`src/rtl/prog_loader.sv`:
```
// Framed byte-stream loader for the core's instruction memory. The core is held
// in reset until a complete frame with a matching checksum has been written.
module prog_loader #(
    parameter int unsigned M = 10
) (
    input  logic         clk,
    input  logic         rst,
    input  logic         start,
    input  logic [7:0]   in_data,
    input  logic         in_valid,
    output logic         in_ready,
    output logic [M+1:0] mem_addr,
    output logic [7:0]   mem_data,
    output logic         mem_we,
    output logic         cpu_rst_n,
    output logic         busy,
    output logic         done,
    output logic         error
);

    localparam int unsigned CW = M + 3;
    localparam logic [31:0] MAX_WORDS = 32'd1 << M;

    typedef enum logic [2:0] {
        ST_IDLE,
        ST_LEN_HI,
        ST_LEN_LO,
        ST_DATA,
        ST_CHK,
        ST_DONE,
        ST_ERR
    } state_t;

    state_t        state_q, state_d;
    logic [7:0]    len_hi_q, len_hi_d;
    logic [M:0]    len_q, len_d;
    logic [CW-1:0] cnt_q, cnt_d;
    logic [7:0]    sum_q, sum_d;
    logic          we_q, we_d;
    logic [M+1:0]  addr_q, addr_d;
    logic [7:0]    data_q, data_d;

    logic          xfer;
    logic [15:0]   len_word;
    logic          len_ok;
    logic [CW-1:0] last_idx;

    // Status is decoded straight from the state register, so every flag takes
    // its reset value the moment rst falls.
    assign in_ready  = (state_q == ST_LEN_HI) || (state_q == ST_LEN_LO) ||
                       (state_q == ST_DATA)   || (state_q == ST_CHK);
    assign busy      = in_ready;
    assign done      = (state_q == ST_DONE);
    assign error     = (state_q == ST_ERR);
    assign cpu_rst_n = (state_q == ST_DONE);

    assign mem_we    = we_q;
    assign mem_addr  = addr_q;
    assign mem_data  = data_q;

    assign xfer      = in_valid & in_ready;
    assign len_word  = {len_hi_q, in_data};
    assign len_ok    = (len_word != 16'd0) && ({16'd0, len_word} <= MAX_WORDS);
    assign last_idx  = CW'({len_q, 2'b00}) - CW'(1);

    always_comb begin
        state_d  = state_q;
        len_hi_d = len_hi_q;
        len_d    = len_q;
        cnt_d    = cnt_q;
        sum_d    = sum_q;
        we_d     = 1'b0;
        addr_d   = addr_q;
        data_d   = data_q;

        unique case (state_q)
            ST_IDLE, ST_DONE, ST_ERR: begin
                if (start) begin
                    state_d = ST_LEN_HI;
                    cnt_d   = '0;
                    sum_d   = '0;
                end
            end
            ST_LEN_HI: begin
                if (xfer) begin
                    len_hi_d = in_data;
                    state_d  = ST_LEN_LO;
                end
            end
            ST_LEN_LO: begin
                if (xfer) begin
                    if (len_ok) begin
                        len_d   = len_word[M:0];
                        cnt_d   = '0;
                        sum_d   = '0;
                        state_d = ST_DATA;
                    end else begin
                        state_d = ST_ERR;
                    end
                end
            end
            ST_DATA: begin
                if (xfer) begin
                    we_d   = 1'b1;
                    addr_d = cnt_q[M+1:0];
                    data_d = in_data;
                    sum_d  = sum_q + in_data;
                    cnt_d  = cnt_q + CW'(1);
                    if (cnt_q == last_idx) begin
                        state_d = ST_CHK;
                    end
                end
            end
            ST_CHK: begin
                if (xfer) begin
                    state_d = (in_data == sum_q) ? ST_DONE : ST_ERR;
                end
            end
            default: state_d = ST_IDLE;
        endcase
    end

    always_ff @(posedge clk or negedge rst) begin
        if (!rst) begin
            state_q  <= ST_IDLE;
            len_hi_q <= '0;
            len_q    <= '0;
            cnt_q    <= '0;
            sum_q    <= '0;
            we_q     <= 1'b0;
            addr_q   <= '0;
            data_q   <= '0;
        end else begin
            state_q  <= state_d;
            len_hi_q <= len_hi_d;
            len_q    <= len_d;
            cnt_q    <= cnt_d;
            sum_q    <= sum_d;
            we_q     <= we_d;
            addr_q   <= addr_d;
            data_q   <= data_d;
        end
    end

endmodule

```
`config.mk`:
```
export PLATFORM = sky130hd
export DESIGN_NAME = prog_loader
export DESIGN_NICKNAME = d
export VERILOG_FILES = /design/src/rtl/prog_loader.sv
export SDC_FILE = /design/constraint.sdc
export NUM_CORES = 1
export LEC_CHECK = 0
export ABC_CLOCK_PERIOD_IN_PS = 2400
export CAP_MARGIN = 30
export CORE_AREA = 2 2 92 94
export CTS_CLUSTER_SIZE = 25
export DETAILED_ROUTE_END_ITERATION = 10
export DIE_AREA = 0 0 94 96
export PLACE_DENSITY = 0.67
export REMOVE_ABC_BUFFERS = 1
export SLEW_MARGIN = 20
export SYNTH_ARGS = -nofsm -noshare
export SYNTH_HDL_FRONTEND = slang
export SYNTH_SLANG_ARGS = --single-unit
```
`constraint.sdc`:
```
create_clock -name clk -period 2.4 [get_ports clk]
set_input_delay 0.48 -clock clk [delete_from_list [all_inputs] [get_ports clk]]
set_output_delay 0.48 -clock clk [all_outputs]
set_load 0.02 [all_outputs]
```
==> results of run 1 <==
## state kept, by name, indices dropped and copies added (netlist names)
register / count
state_q: 3
sum_q: 8
cnt_q: 13
len_hi_q: 8
mem_addr: 12
len_q: 11
mem_we: 1
mem_data: 8
## worst max-delay path, cell delays in order
cell             delay (ps)
clkdlybuf4s50_1         450
ha_1                    250
fa_1                    410
a21o_1                  180
a21oi_1                 230
o21bai_1                100
a21oi_1                 180
xnor2_1                  80
a22o_1                  180
## cells by family (layout without fill, tap and decap cells)
logic type,Yosys count,count (layout),share of synthesized area
AND/OR/NAND/NOR,160,160,0.204
AO/OA/AOI/OAI,77,77,0.145
flip-flops,64,64,0.454
buffers and inverters,37,105,0.0444
XOR/XNOR,22,22,0.0547
multiplexers,18,18,0.0571
adder cells (fa/ha/maj),11,11,0.0405
## metrics by stage
stage	TNS (ps)	utilization	hold slack (ps)	instance area (µm²)	setup slack, ps
after CTS	0	0.550	165	4430	22.6
after detailed placement	-7970	0.527	462	4240	-310
after floorplan	-4160	-	184	3420	-280
after global placement	-7710	0.527	457	4240	-284
after global routing	-7.49	0.554	193	4460	-7.49
final	0	0.554	158	4460	95.2
## synth_stat cells (2+ instances only)
cell | instances | area [µm²]
a211oi_1 | 2 | 15.0
a21o_1 | 6 | 45.0
a21oi_1 | 13 | 65.1
a22o_1 | 4 | 35.0
a31oi_1 | 12 | 75.1
and2_1 | 4 | 25.0
and3_1 | 2 | 12.5
buf_2 | 2 | 10.0
buf_4 | 2 | 15.0
clkbuf_1 | 18 | 67.6
dfrtp_1 | 64 | 1600
ha_1 | 9 | 113
inv_1 | 12 | 45.0
mux2_2 | 17 | 191
nand2_1 | 86 | 323
nand3_1 | 8 | 40.0
nand3b_1 | 2 | 15.0
nand4_1 | 5 | 31.3
nor2_1 | 25 | 93.8
nor3_1 | 13 | 65.1
nor4_1 | 5 | 31.3
o211ai_1 | 3 | 22.5
o21ai_0 | 18 | 90.1
o31ai_1 | 4 | 30.0
or2_2 | 2 | 12.5
xnor2_1 | 15 | 131
xor2_1 | 7 | 61.3
## area by class of cell
cell class / instances / area [µm²] / area share
clock buffers: 11 / 141 / 0.0317
clock inverters: 4 / 45.0 / 0.0101
inverters: 13 / 48.8 / 0.0109
multi-input cells: 288 / 1800 / 0.403
flip-flops and latches: 64 / 1600 / 0.360
well taps: 105 / 131 / 0.0295
repair buffers: 77 / 693 / 0.155
## layer usage
layer	up-vias	global-route usage	part of all wire
met2	75	0.308	0.46
met5	-	0	0
met4	0	0.0906	0.021
met3	11	0.0368	0.049
li1	1486	-	-
met1	1419	0.272	0.47
## worst paths after layout
path                                      endpoint  slack (ps)               startpoint
hold / removal                cnt_q[0]$_DFFE_PN0P_         160                      rst
setup reg to reg            state_q[1]$_DFFE_PN0P_         160     len_q[0]$_DFFE_PN0P_
setup / recovery              sum_q[6]$_DFFE_PN0P_         100               in_data[0]
min in group clk           mem_addr[5]$_DFFE_PN0P_         470  mem_addr[5]$_DFFE_PN0P_
hold reg to reg            mem_addr[5]$_DFFE_PN0P_         470  mem_addr[5]$_DFFE_PN0P_
max in group asynchronous   state_q[1]$_DFFE_PN0P_        1960                      rst
## power by group through the flow
stage / Combinational [mW] / Clock, mW / Sequential, mW
CTS: 2.72 / 0.921 / 1.68
floorplan: 1.57 / 0 / 1.81
global placement: 2.65 / 0 / 1.68
finish: 2.75 / 0.900 / 1.69
detailed placement: 2.71 / 0 / 1.70
global route: 3.05 / 0.964 / 1.74
## repair_timing
item,CTS,global route
resized for setup,0,8
setup endpoints to repair,0,16
setup buffers,0,0
==> results.yml, run 1 <==
clock_tree:
  cts_max_level: 3
  tritoncts: "done"
  cts_buffers: 9
  cts_sinks: 64
  worst_skew_pair.late_latency_ps: 340
  clockBufferDepth: 2
  cts-root-buf: "clkbuf_8"
  path_clk_slew_ps: 70
  hold_buffers: 0
setup_path:
  worstPathRequired_ps: 2630
  path_max_fanout: 3
  start_kind: "primary input"
  ff2ff_path_depth: 8
  cp.arrival_ps: 2540
  end_kind: "flop"
  critPathKind: "primary input to flop"
power_and_ir_drop:
  p_clk_frac: 0.168
  combPwrFrac: 0.516
  p_leak_nw: 2.08
  switching_share: 0.397
  p_seq_frac: 0.316
  switching_power_mw: 2.12
  p_total_mw: 5.34
  vdd_drop_max_mv: 0.587
  power.density_nw_per_um2: 1200
  p_int_mw: 3.22
place:
  numPortBuffers: 37
  dpl.cell_count: 547
  dp_hpwl_um: 5830
  place_congestion: 0.832
die:
  die_y_um: 96
  die_x_um: 94
  initial_core_util: 0.438
  placement_rows: 33
  die_area_um2: 9020
  io_pins: 38
  core-area_um2: 8050
run_status:
  outcome: "completed"
detailed_routing:
  ant_nets: 0
  drt_iter0_drc: 186
  drt-wirelength-per-cell_um: 14.5
  drcViolationCount: 0
  vias: 2991
  drt-total-wl_um: 8170
  via_per_inst: 5.32
  dr.pass1.iters: 4
timing:
  finalHoldViolCount: 0
  period_needed_ps: 2300
  finalSetupViolCount: 0
  maxSlewViolCount: 0
  worst_clock_skew_ps: 7.08
  grt_setup_unrepaired: "true"
  worstMarginPinSlew_ps: 580
  post-route-period-util: 0.960
  fmax_ghz: 0.434
  slew_headroom: 0.610
layout:
  fillers: 738
  final_layout_size_suffix_gt1_frac: 0.188
  finalNonFillerCells: 562
  antennaDiodeCount: 0
  syn_to_final_growth_pct: 26.4
  layout_common_cells: "nand2_1, dfrtp_1, buf_4"
  finalNetCount: 475
  final_common_cell: "nand2_1"
synth:
  synth_edf_count: 0
  synthesis.instances: 389
  syn_area_per_cell_um2: 9.06
  synth_area_um2: 3530
  synth-seq-area-share: 0.454
  ys.flop_type: "dfrtp_1"
  ys.warnings.count: 0
  yosysUniqueCellTypes: 56
  async_flop_share: 1.00
  synth_seq_cells: 64
global_routing:
  antenna_found_initial: 0
  gr-total-overflow: 0
  grt.total_usage: 0.199
  grt_pass1_vias: 2820
  grt_max_degree: 65
  grt_pass1_wl_um: 13800
hold_path:
  hold_path_class: "primary input to asynchronous set/reset pin"
run:
  maxCapViolCount: 0
Power figures use the tool's default switching activity.
==> run 2, diff against run 1 <==
--- a/config.mk
+++ b/config.mk
@@ -8,6 +8,7 @@
 export ABC_CLOCK_PERIOD_IN_PS = 2400
 export CAP_MARGIN = 30
 export CORE_AREA = 2 2 92 94
+export CTS_CLUSTER_DIAMETER = 80
 export CTS_CLUSTER_SIZE = 25
 export DETAILED_ROUTE_END_ITERATION = 10
 export DIE_AREA = 0 0 94 96
==> results of run 2 <==
The final DEF is identical to that of run 1; final timing and power are the same.
